### src/rtl/mem_stage.sv
// Memory stage: waits on dcache data_ok, aligns/extends loads, registers two lanes to writeback (1 cycle after data_ok).
// Backpressure: pause_mem stalls upstream while an access is outstanding; pause holds wb_*. Optional MEM_STALL_CNT_EN adds stall_cnt_o.
module mem_stage #(
  parameter int ISSUE_WIDTH = 2,
  parameter int DATA_W      = 32
) (
  input  logic                                clk,
  input  logic                                rst,
  input  logic                                flush,
  input  logic                                pause,
  input  logic [ISSUE_WIDTH-1:0]              lane_valid_i,
  input  logic [ISSUE_WIDTH-1:0]              reg_we_i,
  input  logic [ISSUE_WIDTH-1:0][4:0]         reg_waddr_i,
  input  logic [ISSUE_WIDTH-1:0][DATA_W-1:0]  reg_wdata_i,
  input  logic [ISSUE_WIDTH-1:0][31:0]        pc_i,
  input  logic                                mem_valid_i,
  input  logic                                mem_lane_i,
  input  logic                                mem_load_i,
  input  logic [1:0]                          mem_size_i,
  input  logic                                mem_unsigned_i,
  input  logic [1:0]                          mem_addr_lo_i,
  input  logic                                dcache_data_ok,
  input  logic [DATA_W-1:0]                   dcache_rdata,
`ifdef MEM_STALL_CNT_EN
  output logic [31:0]                         stall_cnt_o,
`endif
  output logic                                pause_mem,
  output logic [ISSUE_WIDTH-1:0]              pf_we_o,
  output logic [ISSUE_WIDTH-1:0][4:0]         pf_waddr_o,
  output logic [ISSUE_WIDTH-1:0][DATA_W-1:0]  pf_wdata_o,
  output logic [ISSUE_WIDTH-1:0]              wb_valid_o,
  output logic [ISSUE_WIDTH-1:0]              wb_we_o,
  output logic [ISSUE_WIDTH-1:0][4:0]         wb_waddr_o,
  output logic [ISSUE_WIDTH-1:0][DATA_W-1:0]  wb_wdata_o,
  output logic [ISSUE_WIDTH-1:0][31:0]        wb_pc_o
);

  typedef enum logic [1:0] {S_IDLE, S_WAIT, S_HOLD, S_DRAIN} state_t;

  state_t                   state;
  logic [DATA_W-1:0]        rbuf;
  logic [DATA_W-1:0]        ld_src;
  logic [7:0]               ld_byte;
  logic [15:0]              ld_half;
  logic [DATA_W-1:0]        ld_data;
  logic [ISSUE_WIDTH-1:0]   is_load_lane;
  logic [ISSUE_WIDTH-1:0][DATA_W-1:0] result;

  assign pause_mem = mem_valid_i && !flush &&
                     ((((state == S_IDLE) || (state == S_WAIT)) && !dcache_data_ok) ||
                      (state == S_DRAIN));

  // In HOLD the dcache has already delivered; the data lives in rbuf.
  assign ld_src  = (state == S_HOLD) ? rbuf : dcache_rdata;
  assign ld_byte = ld_src[{mem_addr_lo_i, 3'b000} +: 8];
  assign ld_half = ld_src[{mem_addr_lo_i[1], 4'b0000} +: 16];

  always_comb begin
    ld_data = ld_src;
    case (mem_size_i)
      2'd0:    ld_data = {{(DATA_W-8){ld_byte[7] & ~mem_unsigned_i}}, ld_byte};
      2'd1:    ld_data = {{(DATA_W-16){ld_half[15] & ~mem_unsigned_i}}, ld_half};
      default: ld_data = ld_src;
    endcase
  end

  always_comb begin
    for (int i = 0; i < ISSUE_WIDTH; i++) begin
      is_load_lane[i] = mem_valid_i && mem_load_i && (int'(mem_lane_i) == i);
      result[i]       = is_load_lane[i] ? ld_data : reg_wdata_i[i];
      pf_we_o[i]      = lane_valid_i[i] && reg_we_i[i] && !(pause_mem && is_load_lane[i]);
      pf_waddr_o[i]   = reg_waddr_i[i];
      pf_wdata_o[i]   = result[i];
    end
  end

  always_ff @(posedge clk or negedge rst) begin
    if (!rst) begin
      state <= S_IDLE;
      rbuf  <= '0;
    end else begin
      case (state)
        S_IDLE: begin
          if (mem_valid_i) begin
            if (!dcache_data_ok) begin
              state <= flush ? S_DRAIN : S_WAIT;
            end else if (pause && !flush) begin
              state <= S_HOLD;
              rbuf  <= dcache_rdata;
            end
          end
        end
        S_WAIT: begin
          // A flush coinciding with data_ok drops the data; nothing is left in flight.
          if (dcache_data_ok) begin
            if (flush || !pause) begin
              state <= S_IDLE;
            end else begin
              state <= S_HOLD;
              rbuf  <= dcache_rdata;
            end
          end else if (flush) begin
            state <= S_DRAIN;
          end
        end
        S_HOLD:  if (flush || !pause) state <= S_IDLE;
        S_DRAIN: if (dcache_data_ok) state <= S_IDLE;
        default: state <= S_IDLE;
      endcase
    end
  end

  always_ff @(posedge clk or negedge rst) begin
    if (!rst) begin
      wb_valid_o <= '0;
      wb_we_o    <= '0;
      wb_waddr_o <= '0;
      wb_wdata_o <= '0;
      wb_pc_o    <= '0;
    end else if (flush || (!pause && pause_mem)) begin
      wb_valid_o <= '0;
      wb_we_o    <= '0;
      wb_waddr_o <= '0;
      wb_wdata_o <= '0;
      wb_pc_o    <= '0;
    end else if (!pause) begin
      wb_valid_o <= lane_valid_i;
      wb_we_o    <= lane_valid_i & reg_we_i;
      wb_waddr_o <= reg_waddr_i;
      wb_wdata_o <= result;
      wb_pc_o    <= pc_i;
    end
  end

`ifdef MEM_STALL_CNT_EN
  always_ff @(posedge clk or negedge rst) begin
    if (!rst) begin
      stall_cnt_o <= '0;
    end else if (pause_mem && (stall_cnt_o != 32'hFFFF_FFFF)) begin
      stall_cnt_o <= stall_cnt_o + 32'd1;
    end
  end
`endif

endmodule
### config.mk
export PLATFORM = sky130hd
export DESIGN_NAME = mem_stage
export DESIGN_NICKNAME = d
export VERILOG_FILES = /design/src/rtl/mem_stage.sv
export SDC_FILE = /design/constraint.sdc
export NUM_CORES = 1
export LEC_CHECK = 0
export CAP_MARGIN = 25
export CORE_ASPECT_RATIO = 0.6
export CORE_UTILIZATION = 37
export CTS_CLUSTER_DIAMETER = 50
export CTS_CLUSTER_SIZE = 30
export DETAILED_ROUTE_END_ITERATION = 7
export HOLD_SLACK_MARGIN = 0.12
export PLACE_DENSITY = 0.79
export SYNTH_ARGS = -nofsm -noshare
export SYNTH_HDL_FRONTEND = slang
export SYNTH_SLANG_ARGS = --single-unit
export TNS_END_PERCENT = 1
### constraint.sdc
create_clock -name clk -period 2.7 [get_ports clk]
set_clock_uncertainty 0.15 [all_clocks]
set_input_delay 0.54 -clock clk [delete_from_list [all_inputs] [get_ports clk]]
set_output_delay 0.54 -clock clk [all_outputs]
set_load 0.01 [all_outputs]
==> results_dict.tcl, run 1 <==
set metrics [dict create \
    final_layout_size_suffix_gt1_share_pct 32.8 \
    drcViolationCount 0 \
    max_cap_violations 0 \
    initial_core_util_pct 38.2 \
    antenna_found_initial 5 \
    fp.dieH_um 120 \
    clock_tree.buffer_depth 2 \
    drv_slew 0 \
    syn_nets 1005 \
    min_from "wb_wdata_o[63]" \
    layout.nets 1573 \
    netlist_instances 818 \
    crit_start "state[1]" \
    ios 406 \
    pwr_density_cell_mw_per_mm2 530 \
    grt_max_degree 98 \
    cts_tree "built" \
    synth_seq_area_share_pct 51.6 \
    track_usage_pct 33.2 \
    crit_arrival_ns 2.73 \
    placed_area_sq_mm 0.0141 \
    gp_congestion 0.937 \
    grt_overflow_total 0 \
    clk_latency_ns 0.44 \
    hpwl_mm 29.2 \
    whs_ns 0.337 \
    firstDrtPassIters 5 \
    port_buffers 405 \
    post-route-cell-area_sq_mm 0.0153 \
    post_drt_wl_per_cell_um 23.2 \
    die_area_sq_mm 0.0237 \
    drt-initial-drc-count 789 \
    htree_levels 4 \
    synth_top_area_share_pct 51.6 \
    dp_slack_ns -1.04 \
    power_leakage_nw 6.96 \
    critPathKind "flip-flop to primary output" \
    async_reset_ff_share_pct 100 \
    rsz0062_at_grt "yes" \
    worstReg2RegStart "state[1]" \
    synth_area_sq_mm 0.00853 \
    crit_path_end_kind "primary output" \
    setup_tns_ns -41.28 \
    tightest_slew_ns 0.583 \
    cts_root_buffer "clkbuf_16" \
    hold_viol_final 0 \
    core_sq_mm 0.0223 \
    avgSynthCellArea_sq_um 10.4 \
    final.min_clock_period_ns 3.42 \
    worst_slew_margin_rel_pct 61.1 \
    yosysTopAreaCell "dfrtp_1" \
    chipWidth_um 198 \
    vdd_drop_max_v 0.000423 \
    synthFlopType "dfrtp_1" \
    area_growth_pct 79.9 \
    failed_checks "setup timing" \
    ys_ff_latch 176 \
    critPathLaunchType "flip-flop" \
    path_clk_slew_ns 0.08 \
    finalSetupViolations 68 \
    cts-buffers-inserted 17 \
    fill_cells 1684 \
    grt_pass1_wl_mm 57.2 \
    fmax_mhz 292 \
    ant_nets 0 \
    wirelength_mm 39.7 \
    worstPathRequired_ns 2.01 \
    crit_fanout 5 \
    synth_edf_count 0 \
    synth_top_cells_by_area "dfrtp_1, a22o_1, nand2_1, mux2_2, o21ai_0" \
    status "finished with violations" \
    rows 42 \
    via_per_inst 5.47 \
    num_vias 9345 \
    min_path_type "flip-flop to flip-flop" \
    fin_crit_sh_pct 127 \
    synthDistinctLibCells 41 \
    cts_sinks 176 \
    grt_pass1_vias 9268 \
    yosysWarnings 0 \
    fin_ws_ns -0.723 \
]
critical path: stages, from the launching register on:
cell      delay (ns)
dfrtp_2         0.43
buf_6           0.13
nand2b_4        0.08
mux4_2          0.55
o22ai_4         0.22
nor3_4          0.12
buf_6           0.15
a211oi_4        0.37
o21ai_1         0.09
buf_2           0.15
registers in the layout, summed over array words and instances (netlist names):
name        cells
wb_waddr_o     10
state           2
wb_valid_o      2
wb_pc_o        64
rbuf           32
wb_we_o         2
wb_wdata_o     64
layout by cell type (no fill, tap or decap), drive strengths merged, types with 19 or more instances in the layout:
cell type      count
clkdlybuf4s50    337
buf              279
dfrtp            176
nand2            170
a22o             102
o21ai             52
mux2              33
nor2              27
clkbuf            25
o31ai             21
a21oi             20
o211ai            19
timing repair:
item,CTS,global route
pin swaps,38,31
endpoints found under the setup margin,79,70
hold endpoints to repair,62,0
cloned,2,0
buffers inserted,36,9
hold buffers,1,0
gates resized for setup,325,82
synthesized netlist by cell type (3+ instances only):
cell type	count
dfrtp_1	176
nand2_1	170
a22o_1	102
clkbuf_1	49
o21ai_0	39
mux2_2	33
nor2_1	27
a21oi_1	20
o211ai_1	19
buf_2	16
mux2i_1	16
nand4_1	16
o221ai_1	16
o31ai_1	13
o21ai_2	12
buf_4	11
nand3_1	11
and3_1	8
mux4_2	8
nor3_1	8
o31ai_2	8
a211o_1	7
inv_1	7
a211oi_2	4
a211oi_1	3
metrics by stage:
step / power (mW) / utilization [%] / instances
after floorplan: 3.94 / - / 818
after global placement: 5.31 / 63.2 / 1630
after detailed placement: 5.35 / 63.2 / 1630
after CTS: 8.06 / 67.8 / 1701
after global routing: 8.45 / 68.7 / 1708
final: 8.13 / 68.7 / 1709
cell families (layout without fill, tap and decap cells):
| group | Yosys count | count (layout) | synth area share (%) |
|---|---|---|---|
| other | 0 | 2 | 0 |
| buffers and inverters | 86 | 666 | 4.68 |
| AOI/OAI and AO/OA | 249 | 250 | 23.0 |
| and+or+nand+nor | 250 | 250 | 12.3 |
| DFF | 176 | 176 | 51.6 |
| muxes | 57 | 57 | 8.34 |
final timing paths:
check / end / cells past startpoint / slack [ns]
max: pf_wdata_o[13] / 9 / -0.72
min in group asynchronous: wb_wdata_o[35] / 2 / 0.53
max reg2reg: wb_wdata_o[20] / 11 / -0.05
max in group asynchronous: rbuf[25] / 3 / 1.21
min reg2reg: wb_wdata_o[63] / 2 / 0.34
min: wb_wdata_o[63] / 2 / 0.34
routing by layer:
| layer | GRT usage, % | routed length [um] |
|---|---|---|
| met1 | 45.3 | 17000 |
| met2 | 48.8 | 17300 |
| met3 | 13.5 | 4570 |
| met4 | 7.90 | 761 |
| met5 | 0 | 40 |
report_power, final:
| group | internal [mW] | switching (mW) | total, mW |
|---|---|---|---|
| clock network | 1.32 | 1.21 | 2.53 |
| registers | 2.91 | 0.174 | 3.08 |
| logic | 1.33 | 1.18 | 2.51 |
layout make-up:
type                    count  area (sq um)  area share (%)
repair buffers            627          5690            37.1
flip-flops and latches    176          4410            28.7
multi-input cells         557          4240            27.6
clock buffers              17           425            2.77
well taps                 308           385            2.51
clock inverters            15           165            1.08
inverters                   7          26.3           0.171
diodes                      2          5.00          0.0326
Note: power is estimated with default switching activity, not from simulation.
==> inputs of run 2 (changes only) <==
--- a/config.mk
+++ b/config.mk
@@ -6,13 +6,14 @@
 export NUM_CORES = 1
 export LEC_CHECK = 0
 export CAP_MARGIN = 25
-export CORE_ASPECT_RATIO = 0.6
-export CORE_UTILIZATION = 37
+export CORE_AREA = 2 2 157 159
 export CTS_CLUSTER_DIAMETER = 50
 export CTS_CLUSTER_SIZE = 30
 export DETAILED_ROUTE_END_ITERATION = 7
+export DIE_AREA = 0 0 159 161
+export DONT_BUFFER_PORTS = 1
 export HOLD_SLACK_MARGIN = 0.12
-export PLACE_DENSITY = 0.79
+export PLACE_DENSITY = 0.54
 export SYNTH_ARGS = -nofsm -noshare
 export SYNTH_HDL_FRONTEND = slang
 export SYNTH_SLANG_ARGS = --single-unit
==> run 2 against run 1 <==
Against the previous run:
- sequential share of layout area increased by 9.5 points
- largest power group unchanged
- largest cell class is now flip-flops and latches
- total power is 11% lower
- critical path depth decreased by 1
- via count shrank 19%
- wire length down 14%
- clock power about the same
- global-route usage is 7.1 points lower
- sequential cell count stayed put
- the flow finishes with violations (hold timing, setup timing)
- clock-buffer cell count stayed put
- critical endpoint is now pf_wdata_o[10]
- worst hold slack got worse by 0.69 ns
==> results_dict.tcl, run 2 (same netlist as run 1, synthesis figures left out) <==
set metrics [dict create \
    final_common_cell "dfrtp_1" \
    fin_crit_sh_pct 118 \
    critPathLaunchType "flip-flop" \
    crit_path_end_kind "primary output" \
    chipWidth_um 159 \
    hold_viol_final 176 \
    rsz0062_at_grt "yes" \
    htree_levels 4 \
    rows 57 \
    cts-buffers-inserted 17 \
    crit_fanout 4 \
    post-route-cell-area_sq_mm 0.0115 \
    fp.dieH_um 161 \
    vdd_drop_max_v 0.000352 \
    dp_slack_ns -0.144 \
    critPathKind "flip-flop to primary output" \
    mostFrequentLayoutCells "dfrtp_1, nand2_1, dlygate4sd3_1" \
    crit_arrival_ns 2.49 \
    core_sq_mm 0.0240 \
    grt_pass1_wl_mm 50.4 \
    initial_core_util_pct 35.6 \
    status "finished with violations" \
    post_drt_wl_per_cell_um 26.0 \
    multi_input_area_sq_mm 0.00406 \
    drcViolationCount 0 \
    failed_checks "hold timing, setup timing" \
    r2r_slack_ns 0.08 \
    clk_latency_ns 0.43 \
    tightest_slew_ns 0.640 \
    worstReg2RegStart "state[1]" \
    seqCellArea_sq_mm 0.00440 \
    placed_area_sq_mm 0.00942 \
    clock_tree.buffer_depth 2 \
    power_leakage_nw 5.23 \
    worstPathRequired_ns 2.01 \
    r2r_end "wb_wdata_o[28]" \
    fill_cells 2222 \
    max_cap_violations 0 \
    layout.nets 1166 \
    grt_pass1_vias 7521 \
    power_mw 7.20 \
    track_usage_pct 26.1 \
    grt_overflow_total 0 \
    die_area_sq_mm 0.0256 \
    final.min_clock_period_ns 3.18 \
    instances_no_fill 1316 \
    worst_slew_margin_rel_pct 57.1 \
    wirelength_mm 34.2 \
    reg.largest.list "wb_pc_o (64), wb_wdata_o (64), rbuf (32)" \
    final_layout_size_suffix_gt1_share_pct 25.1 \
    place_inst 1165 \
    grt_max_degree 177 \
    fmax_mhz 314 \
    num_vias 7579 \
    pwr_density_cell_mw_per_mm2 625 \
    gp_congestion 0.913 \
    cts_root_buffer "clkbuf_16" \
    fin_ws_ns -0.480 \
    antenna_found_initial 1 \
    r2r_cells 8 \
    firstDrtPassIters 5 \
    cts_tree "built" \
    whs_ns -0.350 \
    via_per_inst 5.76 \
    cts_sinks 176 \
    area_growth_pct 34.9 \
    final_core_util_pct 48.0 \
    finalSetupViolations 64 \
    min_path_type "primary input to async pin" \
    drv_slew 0 \
    ant_nets 0 \
    hpwl_mm 23.3 \
    path_clk_slew_ns 0.08 \
    holdBufCountCts 109 \
    ios 406 \
    crit_start "state[1]" \
    drt-initial-drc-count 633 \
    port_buffers 0 \
]
run 2: cell types whose count changed in the layout (fill, tap and decap cells not counted), sizes merged, moves of 2 or more:
cell / previous run / this run
clkdlybuf4s50: 337 / 0
inv: 16 / 14
o21a: 2 / 4
dlygate4sd3: 1 / 109
buf: 279 / 109
clkbuf: 25 / 17
run 2: report_power, final:
group | leakage (nW) | internal [mW] | switching [mW]
combinational | 2.61 | 0.714 | 0.728
sequential | 2.32 | 2.91 | 0.287
clock | 0.291 | 1.33 | 1.23
run 2: worst max path at each step:
stage / to / slack (ns) / cells after the start
floorplan: pf_wdata_o[14] / -0.02 / 8
finish: pf_wdata_o[10] / -0.48 / 8
detailed placement: pf_wdata_o[40] / -0.14 / 8
global route: pf_wdata_o[9] / -0.59 / 9
global placement: pf_wdata_o[6] / -0.08 / 7
CTS: pf_wdata_o[9] / -0.46 / 9
run 2: area by class of cell:
| cell class | count | share of cell area, % |
|---|---|---|
| timing repair buffer | 218 | 17.6 |
| inverter | 7 | 0.228 |
| antenna | 1 | 0.0217 |
| multi-input combinational | 559 | 35.2 |
| clock inverter | 14 | 1.50 |
| sequential | 176 | 38.3 |
| tap | 324 | 3.52 |
| clock buffer | 17 | 3.69 |
run 2: routing by layer:
metal	up-vias	GRT usage (%)	part of all wire, %
li1	3330	-	-
met1	3843	31.4	39
met2	360	44.8	51
met3	46	8.63	7.9
met4	0	7.40	2.4
met5	-	0	0
run 2: timing repair:
action | in CTS | in global routing
endpoints found under the hold margin | 286 | 176
setup endpoints to repair | 69 | 67
resized for setup | 69 | 14
setup buffers | 6 | 1
cloned | 3 | 0
pin swaps | 27 | 9
run 2: per-stage QoR:
| stage | hold WS [ns] | TNS, ns |
|---|---|---|
| 2_1_floorplan | 0.0944 | -0.0761 |
| 3_3_place_gp | 0.0991 | -1.52 |
| 4_1_cts | -0.367 | -25.58 |
| 3_5_place_dp | 0.101 | -3.18 |
| 6_report | -0.350 | -26.18 |
| 5_1_grt | -0.386 | -32.29 |
run 2: critical path, stage by stage (launching register included):
cell and delay (ns):
dfrtp_1 0.44, nand2b_4 0.12, mux4_2 0.58, o22ai_4 0.18, nor3_4 0.09, a211oi_2 0.19
buf_4 0.18, o21ai_0 0.11, buf_4 0.17
==> inputs of run 3 (changes only) <==
--- a/config.mk
+++ b/config.mk
@@ -5,15 +5,17 @@
 export SDC_FILE = /design/constraint.sdc
 export NUM_CORES = 1
 export LEC_CHECK = 0
+export ABC_AREA = 1
 export CAP_MARGIN = 25
-export CORE_AREA = 2 2 157 159
+export CORE_AREA = 2 2 160 162
 export CTS_CLUSTER_DIAMETER = 50
 export CTS_CLUSTER_SIZE = 30
 export DETAILED_ROUTE_END_ITERATION = 7
-export DIE_AREA = 0 0 159 161
+export DIE_AREA = 0 0 162 164
 export DONT_BUFFER_PORTS = 1
+export GPL_TIMING_DRIVEN = 0
 export HOLD_SLACK_MARGIN = 0.12
-export PLACE_DENSITY = 0.54
+export PLACE_DENSITY = 0.56
 export SYNTH_ARGS = -nofsm -noshare
 export SYNTH_HDL_FRONTEND = slang
 export SYNTH_SLANG_ARGS = --single-unit
==> run 3 against run 2 <==
Against the previous run:
- the flow still finishes with violations (hold timing, setup timing)
- cell count up 18%
- critical endpoint is now pf_wdata_o[50]
- worst hold slack worse by 0.0012 ns
- total power is 21% higher
- critical path type unchanged
- highest routed layer unchanged
- combinational power increased by 81%
- largest cell class is now multi-input combinational cells
==> results_dict.tcl, run 3 <==
set metrics [dict create \
    status "finished with violations" \
    failed_checks "hold timing, setup timing" \
    initial_core_util_pct 37.7 \
    fin_crit_sh_pct 108 \
    ant_nets 0 \
    grt_pass1_wl_mm 51.9 \
    reg.largest.list "wb_pc_o (64), wb_wdata_o (64), rbuf (32)" \
    grt_max_degree 177 \
    grt_pass1_vias 8379 \
    antenna_found_initial 2 \
    ios 406 \
    synth_top_area_share_pct 47.1 \
    synth_area_sq_mm 0.00935 \
    via_per_inst 5.52 \
    port_buffers 0 \
    final_common_cell "nand2_1" \
    synthFlopType "dfrtp_1" \
    fill_cells 2448 \
    htree_levels 4 \
    clk_latency_ns 0.43 \
    ys_ff_latch 176 \
    die_area_sq_mm 0.0266 \
    avgSynthCellArea_sq_um 8.76 \
    hold_viol_final 176 \
    fin_ws_ns -0.227 \
    cts_tree "built" \
    fmax_mhz 342 \
    synth_edf_count 0 \
    chipWidth_um 162 \
    worst_slew_margin_rel_pct 36.9 \
    clock_tree.buffer_depth 2 \
    rsz0062_at_grt "yes" \
    netlist_instances 1067 \
    drv_slew 0 \
    yosysWarnings 0 \
    placed_area_sq_mm 0.00976 \
    gp_congestion 0.885 \
    fp.dieH_um 164 \
    syn_nets 1254 \
    min_path_type "primary input to async pin" \
    synth_top_cells_by_area "dfrtp_1, nand2_1, a22o_1, nand3_1, or2_2" \
    worstPathRequired_ns 2.01 \
    vdd_drop_max_v 0.000399 \
    whs_ns -0.351 \
    cts_root_buffer "clkbuf_16" \
    crit_arrival_ns 2.24 \
    dp_slack_ns -0.533 \
    rows 58 \
    place_inst 1397 \
    track_usage_pct 26.0 \
    layout.nets 1391 \
    area_growth_pct 28.2 \
    synth.most_common_cell "nand2_1" \
    async_reset_ff_share_pct 100 \
    power_mw 8.68 \
    max_cap_violations 0 \
    cts_sinks 176 \
    crit_path_end_kind "primary output" \
    synth_top_cells_by_count "nand2_1, dfrtp_1, nand3_1, a22o_1, or2_2" \
    yosysTopAreaCell "dfrtp_1" \
    critPathLaunchType "flip-flop" \
    cts-buffers-inserted 17 \
    synth_seq_area_share_pct 47.1 \
    grt_overflow_total 0 \
    wirelength_mm 35.6 \
    drt-initial-drc-count 669 \
    tightest_slew_ns 0.943 \
    firstDrtPassIters 5 \
    finalSetupViolations 64 \
    mostFrequentLayoutCells "nand2_1, dfrtp_1, dlygate4sd3_1" \
    synthDistinctLibCells 35 \
    drcViolationCount 0 \
    crit_fanout 5 \
    holdBufCountCts 96 \
    power_leakage_nw 5.71 \
    instances_no_fill 1550 \
    final_layout_size_suffix_gt1_share_pct 26.5 \
    num_vias 8560 \
    post-route-cell-area_sq_mm 0.0120 \
    hpwl_mm 26.5 \
    critPathKind "flip-flop to primary output" \
    pwr_density_cell_mw_per_mm2 724 \
    core_sq_mm 0.0248 \
    final.min_clock_period_ns 2.93 \
    path_clk_slew_ns 0.08 \
    post_drt_wl_per_cell_um 22.9 \
]
[run 3: cell count changes after synthesis, sizes merged, moves of 29 or more]
cell,delta
nand4,+36
or2,+71
inv,+38
nand3,+98
nand2,+100
a22o,-29
and2,+63
[run 3: worst paths after layout]
kind                                  from              to  slack [ns]  cells after the start
max                               state[1]  pf_wdata_o[50]       -0.23                     12
min in group clk           dcache_rdata[0]         rbuf[0]        0.14                      2
min                                    rst        rbuf[10]       -0.35                      0
max reg2reg                       state[1]        rbuf[20]        0.42                      8
min reg2reg                       rbuf[23]        rbuf[23]        0.34                      2
max in group asynchronous              rst  wb_wdata_o[13]        2.45                      0
[run 3: worst max-delay path, stage by stage, from the launching register on]
cell and delay (ns):
dfrtp_1 0.35, buf_6 0.14, inv_4 0.05, nor2_4 0.16, nand2_2 0.10, nand3_2 0.07
nand3_2 0.11, nand4_4 0.13, buf_6 0.14, buf_12 0.12, clkbuf_16 0.14, nand4_2 0.10
and2_4 0.21
[run 3: power breakdown]
group,switching [mW],internal (mW)
sequential,0.374,3.04
clock,1.30,1.36
combinational,1.57,1.04
[run 3: what timing repair did]
item	in CTS	in global routing
endpoints found under the setup margin	66	66
gates resized for setup	90	50
buffers inserted	14	7
hold endpoints to repair	272	176
cloned	0	1
pin swaps	12	30
[run 3: layer usage]
metal | GRT usage (%) | up-vias | wire (um)
li1 | - | 3890 | -
met1 | 35.1 | 4220 | 15100
met2 | 41.6 | 403 | 16900
met3 | 6.57 | 47 | 2790
met4 | 7.60 | 0 | 724
met5 | 0 | - | 0
[run 3: cell type report]
type / instances / area, sq um / share of cell area, %
Timing Repair Buffer: 118 / 1170 / 9.77
Clock inverter: 15 / 203 / 1.69
Tap cell: 330 / 413 / 3.44
Buffer: 86 / 534 / 4.46
Antenna cell: 3 / 7.51 / 0.0626
Multi-Input combinational cell: 760 / 4650 / 38.8
Sequential cell: 176 / 4410 / 36.7
Clock buffer: 17 / 425 / 3.55
Inverter: 45 / 176 / 1.47
[run 3: kinds of logic after synthesis]
family                 synth area share [%]
AOI/OAI and AO/OA                      12.8
buffers and inverters                  7.29
DFF                                    47.1
muxes                                 0.843
and+or+nand+nor                        32.0
[run 3: metrics by stage]
stage	TNS [ns]	util (%)
floorplan	0	-
global placement	-19.12	39.3
detailed placement	-19.23	39.3
CTS	-12.04	47.2
global route	-17.91	48.3
finish	-10.03	48.3
